[config.mk]
export PLATFORM = sky130hd
export DESIGN_NAME = operand_fetch
export DESIGN_NICKNAME = d
export VERILOG_FILES = /design/src/rtl/operand_fetch.sv
export SDC_FILE = /design/constraint.sdc
export NUM_CORES = 1
export LEC_CHECK = 0
export CORE_MARGIN = 4
export CORE_UTILIZATION = 35
export DETAILED_ROUTE_END_ITERATION = 10
export PLACE_DENSITY = 0.67
export SKIP_LAST_GASP = 1
export SLEW_MARGIN = 40
export SYNTH_ARGS = -nofsm -noshare
export SYNTH_HDL_FRONTEND = slang
export SYNTH_SLANG_ARGS = --single-unit
[constraint.sdc]
create_clock -name clk -period 1.9 [get_ports clk]
set_clock_uncertainty 0.2 [all_clocks]
set_input_delay 0.57 -clock clk [delete_from_list [all_inputs] [get_ports clk]]
set_output_delay 0.57 -clock clk [all_outputs]
set_load 0.05 [all_outputs]
[src/rtl/operand_fetch.sv]
// Operand fetch stage: latches a decoded instruction, reads both source registers with
// write-back forwarding, and holds the operand bundle until the ALU takes it.
module operand_fetch #(
    parameter int DATA_W = 8,
    parameter int ADDR_W = 3
) (
    input  logic              clk,
    input  logic              rst,
    input  logic              in_valid,
    output logic              in_ready,
    input  logic [3:0]        in_op,
    input  logic [ADDR_W-1:0] in_rs,
    input  logic [ADDR_W-1:0] in_rt,
    input  logic [ADDR_W-1:0] in_rd,
    input  logic [DATA_W-1:0] in_imm,
    output logic [ADDR_W-1:0] reg_read_1,
    output logic [ADDR_W-1:0] reg_read_2,
    input  logic [DATA_W-1:0] rf_data_1,
    input  logic [DATA_W-1:0] rf_data_2,
    input  logic              wb_en,
    input  logic [ADDR_W-1:0] wb_addr,
    input  logic [DATA_W-1:0] wb_data,
    output logic              out_valid,
    input  logic              out_ready,
    output logic [3:0]        out_op,
    output logic [ADDR_W-1:0] out_rd,
    output logic [DATA_W-1:0] out_imm,
    output logic [DATA_W-1:0] out_a,
    output logic [DATA_W-1:0] out_b,
    output logic [1:0]        dbg_state
);

    // Handshake: a transfer happens on a rising edge where valid and ready are both 1;
    // valid never depends on ready, and a HOLD bundle stays put until it is taken.
    typedef enum logic [1:0] {
        IDLE  = 2'd0,
        FETCH = 2'd1,
        HOLD  = 2'd2
    } state_t;

    state_t state, state_nxt;

    logic [3:0]        lat_op;
    logic [ADDR_W-1:0] lat_rs, lat_rt, lat_rd;
    logic [DATA_W-1:0] lat_imm;

    logic              accept;
    logic [DATA_W-1:0] fetch_a, fetch_b;
    logic              hit_a, hit_b;

    always_comb begin
        in_ready  = 1'b0;
        state_nxt = state;
        case (state)
            IDLE: begin
                in_ready = 1'b1;
                if (in_valid) state_nxt = FETCH;
            end
            FETCH: state_nxt = HOLD;
            HOLD: begin
                in_ready = out_ready;
                if (out_ready) state_nxt = in_valid ? FETCH : IDLE;
            end
            default: state_nxt = IDLE;
        endcase
    end

    assign accept = in_valid & in_ready;

    // Register 0 is hard-wired zero, so it never reads data or takes a forwarded write.
    always_comb begin
        fetch_a = '0;
        fetch_b = '0;
        if (lat_rs != '0) fetch_a = (wb_en && wb_addr == lat_rs) ? wb_data : rf_data_1;
        if (lat_rt != '0) fetch_b = (wb_en && wb_addr == lat_rt) ? wb_data : rf_data_2;
    end

    assign hit_a = wb_en && (wb_addr != '0) && (wb_addr == lat_rs);
    assign hit_b = wb_en && (wb_addr != '0) && (wb_addr == lat_rt);

    always_ff @(posedge clk) begin
        if (rst) begin
            state   <= IDLE;
            lat_op  <= '0;
            lat_rs  <= '0;
            lat_rt  <= '0;
            lat_rd  <= '0;
            lat_imm <= '0;
            out_op  <= '0;
            out_rd  <= '0;
            out_imm <= '0;
            out_a   <= '0;
            out_b   <= '0;
        end else begin
            state <= state_nxt;
            if (accept) begin
                lat_op  <= in_op;
                lat_rs  <= in_rs;
                lat_rt  <= in_rt;
                lat_rd  <= in_rd;
                lat_imm <= in_imm;
            end
            if (state == FETCH) begin
                out_op  <= lat_op;
                out_rd  <= lat_rd;
                out_imm <= lat_imm;
                out_a   <= fetch_a;
                out_b   <= fetch_b;
            end else if (state == HOLD) begin
                // Keep held operands coherent with writes that land while we wait.
                if (hit_a) out_a <= wb_data;
                if (hit_b) out_b <= wb_data;
            end
        end
    end

    assign out_valid  = (state == HOLD);
    assign reg_read_1 = lat_rs;
    assign reg_read_2 = lat_rt;
    assign dbg_state  = state;

endmodule

==> results.tsv <==
metric	value	unit
hold_ws	261	ps
yosysWarnings	0	
cp-startpoint	dbg_state[1]	
hold_path.class	register to register	
outcome	finished, violations left	
area_growth	78.7	%
mostFrequentLayoutCells	nand2_1 (70), buf_12 (49), clkdlybuf4s50_1 (46), dfxtp_1 (46), buf_4 (34)	
ant_nets	0	
ys_types	25	
n_antenna_cell	0	
critPathBufInv	3	
gr-total-overflow	0	
setup_slack	-158	ps
cts_max_path_buffers	2	
dp_hpwl	5640	um
hold_violations	0	
routed_wl	8360	um
violations	negative setup slack	
die_width	95.4	um
cp-end-kind	output port	
syn_area_per_cell	8.96	um2
maxCapViolations	0	
initial_core_util	36.4	%
routedWlPerCell	15.8	um
die_h	95.4	um
drtPass1Iterations	4	
synth_nets	356	
fin_crit_sh	108	%
die_area	9090	um2
crit_slowest_cell	dfxtp_4	
crit_arrival	1290	ps
crit_cells	5	
clk_pin_slew	100	ps
seq_area_frac_synth	40.5	%
first_global_vias	2650	
grt_max_degree	55	
cp.required	1130	ps
rows	31	
drive_gt1_share	38.9	%
synth_cells	298	
crit_chain	buf_6 -> inv_6 -> ha_4 -> a21o_4 -> buf_12	
io_pins	94	
worst_slew_pin_slew	301	ps
cts_hold_buf	0	
drcViolationCount	0	
pwr_density_cell	653	nW/um2
power	3.12	mW
path_max_fanout	3	
rsz0062_at_grt	true	
grt_pass1_wl	12600	um
gr-usage-all-layers	17.8	%
htree_num_levels	2	
r2r-start	dbg_state[1]	
reg2reg_depth	8	
post-place-ws	-692	ps
p_leak	1.81	nW
core_area	7330	um2
cp-start-kind	register	
nets	486	
slew_headroom	79.9	%
cts_root_buffer	clkbuf_8	
endpoint	in_ready	
post-route-min-period	2060	ps
cts_buffers	5	
synth_seq_cells	54	
drv_slew	0	
antenna_found_initial	0	
slowest_delay	360	ps
worstReg2RegEnd	out_a[3]	
finalSetupViolCount	14	
cts_num_sinks	54	
r2r_slack	-80	ps
min_from	lat_imm[1]	
vias_per_cell	4.96	
peakVddDrop	0.443	mV
clk_latency	320	ps
globalplace.congestion	0.818	
setup.worst_path.class	register to output port	
syn-cell-area	2670	um2
fill_cells	579	
layout_commonest_cell	nand2_1	
vias	2617	
drtIter0Drc	67	
cts_tree	done	
port_buffers	93	
cpLargestDelayFamily	flip-flops	
max_freq	0.486	GHz
## cells by family (layout without fill, tap and decap cells)
logic type	count (synthesis)	in the layout	share of synthesized area (%)
mux	33	33	15.4
buf+inv	25	154	4.92
xor+xnor	6	6	1.97
flops	54	54	40.5
compound gates	59	61	17.8
fa+ha+maj	5	5	2.34
simple gates	116	116	17.2
## power by group
part,switching [mW],total (mW),internal [mW]
registers,0.0682,1.28,1.21
logic,0.536,1.12,0.586
clock network,0.418,0.719,0.301
total,1.02,3.12,2.09
## registers in the layout, summed over array words and instances (netlist names)
signal / flops
out_b: 8
dbg_state: 2
out_rd: 3
lat_rd: 3
out_a: 8
out_op: 4
lat_op: 4
lat_imm: 8
reg_read_2: 3
reg_read_1: 3
out_imm: 8
## worst min-delay path by stage
stage	endpoint	slack [ps]	cells past startpoint
6_report	lat_imm[1]	260	2
2_1_floorplan	lat_imm[0]	240	2
4_1_cts	lat_imm[1]	260	2
3_5_place_dp	lat_imm[1]	250	2
5_1_grt	lat_imm[2]	290	2
3_3_place_gp	lat_op[1]	240	2
## layer usage
metal / vias to the layer above / GRT usage [%] / part of all wire [%]
li1: 1284 / - / -
met1: 1237 / 21.0 / 42
met2: 88 / 30.7 / 48
met3: 8 / 5.29 / 8.3
met4: 0 / 6.13 / 1.4
met5: - / 0 / 0
## Yosys cell counts, drive strengths merged
cell type	instances	area (um2)
a21o	1	7.51
a21oi	22	110
a221oi	16	240
and2	2	12.5
and4	2	17.5
buf	9	71.3
clkbuf	12	45.0
dfxtp	54	1080
ha	5	62.6
inv	4	15.0
mux2	16	240
mux2i	17	170
nand2	76	285
nand4	2	12.5
nor2	33	124
nor3b	1	7.51
o21ai	16	80.1
o22ai	1	6.26
o311a	1	10.0
o31a	2	20.0
xnor2	6	52.6
## cell type report
class	count	area [um2]	area share, %
timing repair buffer	142	1820	38.1
multi-input combinational	221	1620	33.8
sequential	54	1100	23.0
tap	99	124	2.60
clock buffer	6	82.6	1.73
inverter	4	20.0	0.419
clock inverter	2	16.3	0.341
## tightest hold or removal path: stages, from the launching register on
cell and delay [ps]:
dfxtp_1 320, nand2_1 50, a21oi_1 50
## timing repair
action | in CTS | in global routing
setup buffers | 8 | 14
pin swaps | 8 | 8
resized for setup | 18 | 25
endpoints found under the setup margin | 18 | 18
cloned | 1 | 1
## stage by stage
stage               util (%)  setup TNS (ps)  cells  instance area (um2)
floorplan                  -            -154    298                 2760
global placement        59.8          -12660    496                 4380
detailed placement      59.8          -13500    496                 4380
CTS                     62.5            -843    513                 4580
global route            65.1           -1720    528                 4770
finish                  65.1            -527    528                 4770
(Power assumes the default switching activity.)
